$ cat src/rtl/wb_regfile_if.sv
`default_nettype none
// ============================================================================
// Module   : wb_regfile_if
// Brief    : MEM/WB writeback, ID read-port and status bundle for wb_regfile.
// Revision : 1.0  initial release
// ============================================================================
interface wb_regfile_if #(
   parameter int CNT_W = 32
) ();
   logic             wb_valid;
   logic             RegWr_W;
   logic             MemtoReg_W;
   logic [3:0]       NPCop_W;
   logic [4:0]       RegWrDst_W;
   logic [31:0]      PC_W;
   logic [31:0]      result_W;
   logic [31:0]      dout_W;
   logic [4:0]       rs_D;
   logic [4:0]       rt_D;
   logic [31:0]      rd1_D;
   logic [31:0]      rd2_D;
   logic [31:0]      wb_data;
   logic             wb_we;
   logic             last_we;
   logic [4:0]       last_dst;
   logic [31:0]      last_data;
   logic [CNT_W-1:0] instret;

   modport master (
      output wb_valid, RegWr_W, MemtoReg_W, NPCop_W, RegWrDst_W,
             PC_W, result_W, dout_W, rs_D, rt_D,
      input  rd1_D, rd2_D, wb_data, wb_we, last_we, last_dst, last_data, instret
   );

   modport slave (
      input  wb_valid, RegWr_W, MemtoReg_W, NPCop_W, RegWrDst_W,
             PC_W, result_W, dout_W, rs_D, rt_D,
      output rd1_D, rd2_D, wb_data, wb_we, last_we, last_dst, last_data, instret
   );
endinterface
`default_nettype wire

$ cat src/rtl/wb_regfile.sv
`default_nettype none
// ============================================================================
// Module   : wb_regfile
// Brief    : Writeback-stage register file with link select and write bypass.
// Revision : 1.0  initial release
// ============================================================================
module wb_regfile #(
   parameter logic [3:0] LINK_OP = 4'd3,
   parameter int         CNT_W   = 32
) (
   input  logic        clk,
   input  logic        rst_n,
   wb_regfile_if.slave wb
);
   localparam logic [CNT_W-1:0] c_CNT_ONE = {{(CNT_W-1){1'b0}}, 1'b1};

   logic [31:0]      w_wb_data;
   logic             w_wb_we;
   logic [31:0]      w_rd1;
   logic [31:0]      w_rd2;
   logic [31:0]      r_regs [0:31];
   logic             r_last_we;
   logic [4:0]       r_last_dst;
   logic [31:0]      r_last_data;
   logic [CNT_W-1:0] r_instret;

   always_comb begin
      if (wb.NPCop_W == LINK_OP)
         w_wb_data = wb.PC_W + 32'd4;
      else if (wb.MemtoReg_W)
         w_wb_data = wb.dout_W;
      else
         w_wb_data = wb.result_W;
   end

   assign w_wb_we = wb.wb_valid & wb.RegWr_W & (wb.RegWrDst_W != 5'd0);

   // Same-cycle bypass lets the ID stage see a value retiring right now.
   always_comb begin
      w_rd1 = r_regs[wb.rs_D];
      if (wb.rs_D == 5'd0)
         w_rd1 = 32'd0;
      else if (w_wb_we && (wb.RegWrDst_W == wb.rs_D))
         w_rd1 = w_wb_data;

      w_rd2 = r_regs[wb.rt_D];
      if (wb.rt_D == 5'd0)
         w_rd2 = 32'd0;
      else if (w_wb_we && (wb.RegWrDst_W == wb.rt_D))
         w_rd2 = w_wb_data;
   end

   // Entry 0 is cleared on reset and never written, so it stays zero.
   always_ff @(posedge clk or negedge rst_n) begin
      if (!rst_n) begin
         for (int i = 0; i < 32; i++)
            r_regs[i] <= 32'd0;
      end else if (w_wb_we) begin
         r_regs[wb.RegWrDst_W] <= w_wb_data;
      end
   end

   always_ff @(posedge clk or negedge rst_n) begin
      if (!rst_n) begin
         r_last_we   <= 1'b0;
         r_last_dst  <= 5'd0;
         r_last_data <= 32'd0;
         r_instret   <= '0;
      end else begin
         r_last_we <= w_wb_we;
         if (w_wb_we) begin
            r_last_dst  <= wb.RegWrDst_W;
            r_last_data <= w_wb_data;
         end
         if (wb.wb_valid)
            r_instret <= r_instret + c_CNT_ONE;
      end
   end

   assign wb.wb_data   = w_wb_data;
   assign wb.wb_we     = w_wb_we;
   assign wb.rd1_D     = w_rd1;
   assign wb.rd2_D     = w_rd2;
   assign wb.last_we   = r_last_we;
   assign wb.last_dst  = r_last_dst;
   assign wb.last_data = r_last_data;
   assign wb.instret   = r_instret;
endmodule
`default_nettype wire
$ cat src/flat_wrapper.sv
// flat-port wrapper written by rule: the top's interface ports become plain ports
module wb_regfile_flat 
#(
   parameter logic [3:0] LINK_OP = 4'd3,
   parameter int         CNT_W   = 32
)
  (clk, rst_n, wb_wb_valid, wb_RegWr_W, wb_MemtoReg_W, wb_NPCop_W, wb_RegWrDst_W, wb_PC_W, wb_result_W, wb_dout_W, wb_rs_D, wb_rt_D, wb_rd1_D, wb_rd2_D, wb_wb_data, wb_wb_we, wb_last_we, wb_last_dst, wb_last_data, wb_instret);
  wb_regfile_if #(.CNT_W(CNT_W)) wb_i ();
  input  logic clk;
  input  logic rst_n;
  input wire logic [$bits(wb_i.wb_valid)-1:0] wb_wb_valid;
  input wire logic [$bits(wb_i.RegWr_W)-1:0] wb_RegWr_W;
  input wire logic [$bits(wb_i.MemtoReg_W)-1:0] wb_MemtoReg_W;
  input wire logic [$bits(wb_i.NPCop_W)-1:0] wb_NPCop_W;
  input wire logic [$bits(wb_i.RegWrDst_W)-1:0] wb_RegWrDst_W;
  input wire logic [$bits(wb_i.PC_W)-1:0] wb_PC_W;
  input wire logic [$bits(wb_i.result_W)-1:0] wb_result_W;
  input wire logic [$bits(wb_i.dout_W)-1:0] wb_dout_W;
  input wire logic [$bits(wb_i.rs_D)-1:0] wb_rs_D;
  input wire logic [$bits(wb_i.rt_D)-1:0] wb_rt_D;
  output wire logic [$bits(wb_i.rd1_D)-1:0] wb_rd1_D;
  output wire logic [$bits(wb_i.rd2_D)-1:0] wb_rd2_D;
  output wire logic [$bits(wb_i.wb_data)-1:0] wb_wb_data;
  output wire logic [$bits(wb_i.wb_we)-1:0] wb_wb_we;
  output wire logic [$bits(wb_i.last_we)-1:0] wb_last_we;
  output wire logic [$bits(wb_i.last_dst)-1:0] wb_last_dst;
  output wire logic [$bits(wb_i.last_data)-1:0] wb_last_data;
  output wire logic [$bits(wb_i.instret)-1:0] wb_instret;
  assign wb_i.wb_valid = wb_wb_valid;
  assign wb_i.RegWr_W = wb_RegWr_W;
  assign wb_i.MemtoReg_W = wb_MemtoReg_W;
  assign wb_i.NPCop_W = wb_NPCop_W;
  assign wb_i.RegWrDst_W = wb_RegWrDst_W;
  assign wb_i.PC_W = wb_PC_W;
  assign wb_i.result_W = wb_result_W;
  assign wb_i.dout_W = wb_dout_W;
  assign wb_i.rs_D = wb_rs_D;
  assign wb_i.rt_D = wb_rt_D;
  assign wb_rd1_D = wb_i.rd1_D;
  assign wb_rd2_D = wb_i.rd2_D;
  assign wb_wb_data = wb_i.wb_data;
  assign wb_wb_we = wb_i.wb_we;
  assign wb_last_we = wb_i.last_we;
  assign wb_last_dst = wb_i.last_dst;
  assign wb_last_data = wb_i.last_data;
  assign wb_instret = wb_i.instret;
  wb_regfile #(.LINK_OP(LINK_OP), .CNT_W(CNT_W)) u_core (.clk(clk), .rst_n(rst_n), .wb(wb_i));
endmodule
$ cat config.mk
export PLATFORM = sky130hd
export DESIGN_NAME = wb_regfile_flat
export DESIGN_NICKNAME = d
export VERILOG_FILES = /design/src/rtl/wb_regfile_if.sv /design/src/rtl/wb_regfile.sv /design/src/flat_wrapper.sv
export SDC_FILE = /design/constraint.sdc
export NUM_CORES = 2
export LEC_CHECK = 0
export CORE_MARGIN = 2
export CORE_UTILIZATION = 45
export DETAILED_ROUTE_END_ITERATION = 6
export HOLD_SLACK_MARGIN = 0.06
export PLACE_DENSITY_LB_ADDON = 0.12
export SETUP_SLACK_MARGIN = 0.02
export SLEW_MARGIN = 20
export SYNTH_ARGS = -nofsm -noshare
export SYNTH_HDL_FRONTEND = slang
export SYNTH_SLANG_ARGS = --single-unit
$ cat constraint.sdc
create_clock -name clk -period 4.4 [get_ports clk]
set_input_delay 0.88 -clock clk [delete_from_list [all_inputs] [get_ports clk]]
set_output_delay 0.88 -clock clk [all_outputs]
set_load 0.02 [all_outputs]
**Word level (Yosys, flattened, before mapping)**

Cells that the tools add are included.

- Add/subtract/negate cells: 2
- Bitwise logic cells: 5
- Muxes and demuxes: 15
- Magnitude comparators: 4
- Reduce and logical (&&, ||, !) cells: 6
- Equal/unequal tests: 3

Operators with widths:

| cell | count |
|---|---|
| 1024-bit bitwise mux | 1 |
| 32-bit two-way mux | 11 |
| 32-bit binary-select mux with 5-bit select | 2 |
| 32-bit demux with 5-bit select | 1 |
| 32-bit by 1-bit adder with 32-bit output, second input constant | 1 |
| 32-bit by 3-bit adder with 32-bit output, second input constant | 1 |
| 6-bit >= comparator, second input constant | 3 |
| 5-bit NOT with 6-bit output | 3 |
| 5-bit equality test | 2 |
| 5-bit zero test | 2 |
| 6-bit by 1-bit < comparator with 1-bit output, second input constant | 1 |
| 5-bit nonzero test | 1 |
| 4-bit by 2-bit equality test with 1-bit output, second input constant | 1 |
| 1-bit logical AND | 3 |
| 1-bit AND | 2 |

- Word-level logic and storage cells: 71
- Input port bits: 120
- Bits in registers: 1094
- Output and inout port bits: 167

**Longest topological paths before layout**

- Depth in word-level cells: 6
- Depth in mapped cells: 10
- Gate-level depth less buffers: 7

**Least setup slack after synthesis**

No wires, ideal clock.

- Path type: input to output
- Start point: in wb_wb_valid
- End point: out wb_rd1_D[14]
- Path buffers: 3
- Data arrival time: 3.037 ns
- Slack: 0.483 ns
- Required time: 3.520 ns
- Stages on the path: 8
- Cells stage by stage: buf_2 > nand2_1 > a21o_1 > buf_2 > nor4_1 > clkbuf_1 > a211oi_1 > a211oi_1

- Cells in the longest elaborated chain, start to end: 5

Ends and longest elaborated chain:

| what | RTL line | RTL |
|---|---|---|
| start: declaration | flat_wrapper.sv:11 | `input wire logic [$bits(wb_i.wb_valid)-1:0] wb_wb_valid;` |
| 1-bit AND (2 in series) | wb_regfile.sv:36 | `assign w_wb_we = wb.wb_valid & wb.RegWr_W & (wb.RegWrDst_W != 5'd0);` |
| 1-bit logical AND | wb_regfile.sv:43 | `else if (w_wb_we && (wb.RegWrDst_W == wb.rs_D))` |
| 32-bit two-way mux | wb_regfile.sv:43 |  |
| 32-bit two-way mux | wb_regfile.sv:41 | `if (wb.rs_D == 5'd0)` |
| end: declaration | flat_wrapper.sv:21 | `output wire logic [$bits(wb_i.rd1_D)-1:0] wb_rd1_D;` |

Every way passes these cells.

**Worst setup path after layout**

- Start point: in wb_RegWr_W
- End point: out wb_rd1_D[5]

- Cells in the longest elaborated chain, start to end: 5

Ends and longest elaborated chain:

| what | RTL line | RTL |
|---|---|---|
| start: declaration | flat_wrapper.sv:12 | `input wire logic [$bits(wb_i.RegWr_W)-1:0] wb_RegWr_W;` |
| 1-bit AND (2 in series) | wb_regfile.sv:36 |  |
| 1-bit logical AND | wb_regfile.sv:43 |  |
| 32-bit two-way mux | wb_regfile.sv:43 |  |
| 32-bit two-way mux | wb_regfile.sv:41 |  |

Every way passes these cells.

==> qor.yml <==
outcome: "complete, no violations"
clk-insertion-delay-late_ns: 0.73
yosys_most_used_dff: "sky130_fd_sc_hd__dfrtp_1"
tightestPinTransition_ns: 1.17
rrSetupSlack_ns: 1.97
clock_tree.htree_level_count: 3
synth_cells: 5046
port_buffers: 286
final.fill_count: 10800
vias_after_detailed_routing: 44300
hold_wc_path_type: "primary input to async pin"
ys_async_sr_fraction: 1.00
drt_iter0_drc: 4415
grt_max_degree: 134
wire_length_of_the_first_global_routing_pass_microns: 311000
tritoncts.num_buffers: 119
layout.nets: 5565
timing.final.setup_violations: 0
detail-route-antenna-nets: 0
final-hold-violation-count: 0
drive_gt1_frac: 0.262
synth_xor_area_frac: 0.0105
startpoint_to_endpoint_class_of_the_critical_path: "primary input to output port"
ctsLongestPathBuffers: 3
floorplan.die_area_sq_um: 129000
globalplace.congestion: 0.934
dpl.hpwl_microns: 143000
grt_setup_unrepaired: "yes"
critPathArrivalTime_ns: 3.49
totalWireLength_microns: 214000
cts_root_buf: "sky130_fd_sc_hd__clkbuf_16"
syn_area_per_cell_sq_um: 11.2
route.detailed.wl_per_inst_microns: 29.7
final_area_sq_um: 69600
effective_utilization_at_floorplan: 0.452
ratio_of_total_power_to_cell_area_nw_per_um2: 413
yosys.area_share.simple: 0.0936
postCtsHoldBufs: 0
synth_sequential_area_ratio: 0.483
drt_first_pass_iters: 6
area_fraction_in_compound_gates_after_synthesis: 0.124
cap_violations: 0
placed_cell_area_sq_um: 65100
maxSlewHeadroom: 0.222
setup.worst_path.end_class: "output port"
die_x_microns: 359
std_cell_rows: 130
power.leakage_nw: 30.4
core_sq_um: 125000
grt_antenna_before_repair: 8
synth_fp_nets: 5168
vdd_ir_drop_max_uv: 357
cts_tree: "built"
synth_top_family_by_area: "multiplexers"
clkTransAtPathRegs_ns: 0.06
worstSetupStartpointType: "primary input"
via_per_inst: 6.15
tritoncts_num_sinks: 1094
grt_overflow_total: 0
maximum_operating_frequency_mhz: 229
timing.clock.skew_ns: 0.00273
yosys_warnings: 0
netlist_area_before_placement_sq_um: 56600
synth_edf_count: 0
synth.distinct_cells: 55
yosys_register_bits: 1094
period_minus_slack_ns: 4.37
ios: 287
die_h_microns: 359
detail_route.drc_violations: 0
synth_area_in_adders: 0.000442
area_delta_synth_final_pct: 22.9
critPathMaxFanout: 8
grt_pass1_vias: 44000
min_period_over_period: 0.992
fin_util: 0.556
worst_ep_required_time_ns: 3.52
final-max-slew-violation-count: 0
grt_util_overall: 0.337
synth.area.mux_share: 0.248
==> kinds of logic after synthesis <==
kind of cell               count (synthesis)
DFF                                     1094
adders and majority gates                  2
xor gates and xnor gates                  68
buffers and inverters                    568
muxes                                    712
and+or+nand+nor                         1307
AOI/OAI and AO/OA                       1295
==> critical path: stages <==
cell and delay [ns]:
sky130_fd_sc_hd__clkdlybuf4s15_1 0.37, sky130_fd_sc_hd__nand2_1 0.19, sky130_fd_sc_hd__buf_4 0.18, sky130_fd_sc_hd__a21o_4 0.20
sky130_fd_sc_hd__or4_4 0.54, sky130_fd_sc_hd__buf_6 0.17, sky130_fd_sc_hd__nand2_2 0.11, sky130_fd_sc_hd__buf_4 0.16
sky130_fd_sc_hd__o32a_1 0.16, sky130_fd_sc_hd__o22ai_1 0.08, sky130_fd_sc_hd__buf_4 0.18, sky130_fd_sc_hd__clkdlybuf4s15_2 0.25
==> Yosys cell counts, types with 10 or more instances <==
cell | count | area share
sky130_fd_sc_hd__a211oi_1 | 67 | 0.0089
sky130_fd_sc_hd__a21oi_1 | 60 | 0.0053
sky130_fd_sc_hd__a221oi_1 | 41 | 0.0063
sky130_fd_sc_hd__a22oi_1 | 12 | 0.0016
sky130_fd_sc_hd__buf_1 | 22 | 0.0015
sky130_fd_sc_hd__buf_2 | 73 | 0.0065
sky130_fd_sc_hd__buf_4 | 19 | 0.0025
sky130_fd_sc_hd__clkbuf_1 | 414 | 0.027
sky130_fd_sc_hd__dfrtp_1 | 1094 | 0.48
sky130_fd_sc_hd__inv_1 | 39 | 0.0026
sky130_fd_sc_hd__mux2_2 | 14 | 0.0028
sky130_fd_sc_hd__mux2i_1 | 148 | 0.026
sky130_fd_sc_hd__mux4_2 | 550 | 0.22
sky130_fd_sc_hd__nand2_1 | 1108 | 0.073
sky130_fd_sc_hd__nand3_1 | 29 | 0.0026
sky130_fd_sc_hd__nand4_1 | 17 | 0.0019
sky130_fd_sc_hd__nor2_1 | 41 | 0.0027
sky130_fd_sc_hd__nor2b_1 | 31 | 0.0034
sky130_fd_sc_hd__nor3_1 | 24 | 0.0021
sky130_fd_sc_hd__nor4_1 | 10 | 0.0011
sky130_fd_sc_hd__o21ai_0 | 1006 | 0.089
sky130_fd_sc_hd__o21ai_1 | 38 | 0.0034
sky130_fd_sc_hd__o22ai_1 | 34 | 0.0038
sky130_fd_sc_hd__xnor2_1 | 39 | 0.0060
sky130_fd_sc_hd__xor2_1 | 29 | 0.0045
==> path summary, 6_finish.rpt <==
kind,startpoint,endpoint,depth (start not counted)
setup / recovery,wb_RegWr_W,wb_rd1_D[5],12
hold / removal,rst_n,u_core.wb.last_data[17]$_DFFE_PN0P_,1
setup reg to reg,u_core.wb.instret[11]$_DFFE_PN0P_,u_core.wb.instret[31]$_DFFE_PN0P_,6
hold reg to reg,u_core.r_regs[1004]$_DFFE_PN0P_,u_core.r_regs[1004]$_DFFE_PN0P_,0
max in group asynchronous,rst_n,u_core.wb.last_data[9]$_DFFE_PN0P_,2
min in group clk,u_core.r_regs[1004]$_DFFE_PN0P_,u_core.r_regs[1004]$_DFFE_PN0P_,0
==> final cells by class <==
cell class	count	area, sq um	area share
flip-flops and latches	1094	27400	0.393
inverters	40	153	0.00219
diodes	8	20.0	0.000288
multi-input cells	3384	27900	0.401
clock inverters	36	477	0.00685
clock buffers	177	3500	0.0502
repair buffers	804	8120	0.117
well taps	1650	2060	0.0297
==> flip-flops by register name (all words and copies together), names as in the netlist <==
name and count:
u_core.r_regs 1024, u_core.wb.instret 32, u_core.wb.last_data 32, u_core.wb.last_dst 5, u_core.wb.last_we 1
==> stage by stage <==
stage / hold slack (ns) / setup TNS [ns] / instances / total power, W / setup slack [ns]
finish: 0.129 / 0 / 7193 / 0.0288 / 0.0347
global route: 0.124 / -0.00552 / 7186 / 0.0299 / -0.00552
CTS: 0.0958 / 0 / 7177 / 0.0288 / 0.0236
detailed placement: 0.383 / -26.95 / 6951 / 0.0186 / -1.08
global placement: 0.376 / -27.04 / 6951 / 0.0184 / -1.18
floorplan: 0.441 / 0 / 5046 / 0.0157 / 0.483
==> power by group <==
group          total (W)  internal, W  switching [W]
registers         0.0125       0.0114        0.00105
logic            0.00603      0.00292        0.00312
clock network     0.0103      0.00599        0.00430
total             0.0288       0.0203        0.00846
==> repair_timing <==
action                                  4_1_cts  5_1_grt
gates cloned                                  1        0
pin swaps                                    19       20
setup buffers                                13        9
endpoints found under the setup margin       78       65
resized for setup                           155       77
hold endpoints to repair                      0        0
==> cells in the final DEF, fill, tap and decap left out, types with 27 or more instances in the layout <==
cell / n
sky130_fd_sc_hd__nor2_1: 38
sky130_fd_sc_hd__a211oi_1: 49
sky130_fd_sc_hd__a21oi_1: 40
sky130_fd_sc_hd__clkbuf_1: 29
sky130_fd_sc_hd__o21ai_1: 27
sky130_fd_sc_hd__clkdlybuf4s50_1: 185
sky130_fd_sc_hd__mux2i_1: 148
sky130_fd_sc_hd__o22ai_1: 30
sky130_fd_sc_hd__buf_4: 402
sky130_fd_sc_hd__inv_1: 38
sky130_fd_sc_hd__dlygate4sd2_1: 32
sky130_fd_sc_hd__clkbuf_8: 28
sky130_fd_sc_hd__dfrtp_1: 1094
sky130_fd_sc_hd__a221oi_1: 39
sky130_fd_sc_hd__o21ai_0: 1006
sky130_fd_sc_hd__buf_12: 115
sky130_fd_sc_hd__clkbuf_16: 120
sky130_fd_sc_hd__mux4_2: 550
sky130_fd_sc_hd__xnor2_1: 38
sky130_fd_sc_hd__nor2b_1: 30
sky130_fd_sc_hd__nand2_1: 1078
==> layer usage <==
| layer | routed length, microns | vias to the layer above | global-route usage | part of all wire |
|---|---|---|---|---|
| met5 | 21 | - | 0 | 0.000098 |
| met4 | 13100 | 4 | 0.168 | 0.061 |
| met3 | 18200 | 556 | 0.0784 | 0.085 |
| met2 | 96400 | 1911 | 0.513 | 0.45 |
| met1 | 86200 | 22700 | 0.457 | 0.40 |
| li1 | - | 19100 | - | - |
Note: power is estimated with default switching activity, not from simulation.
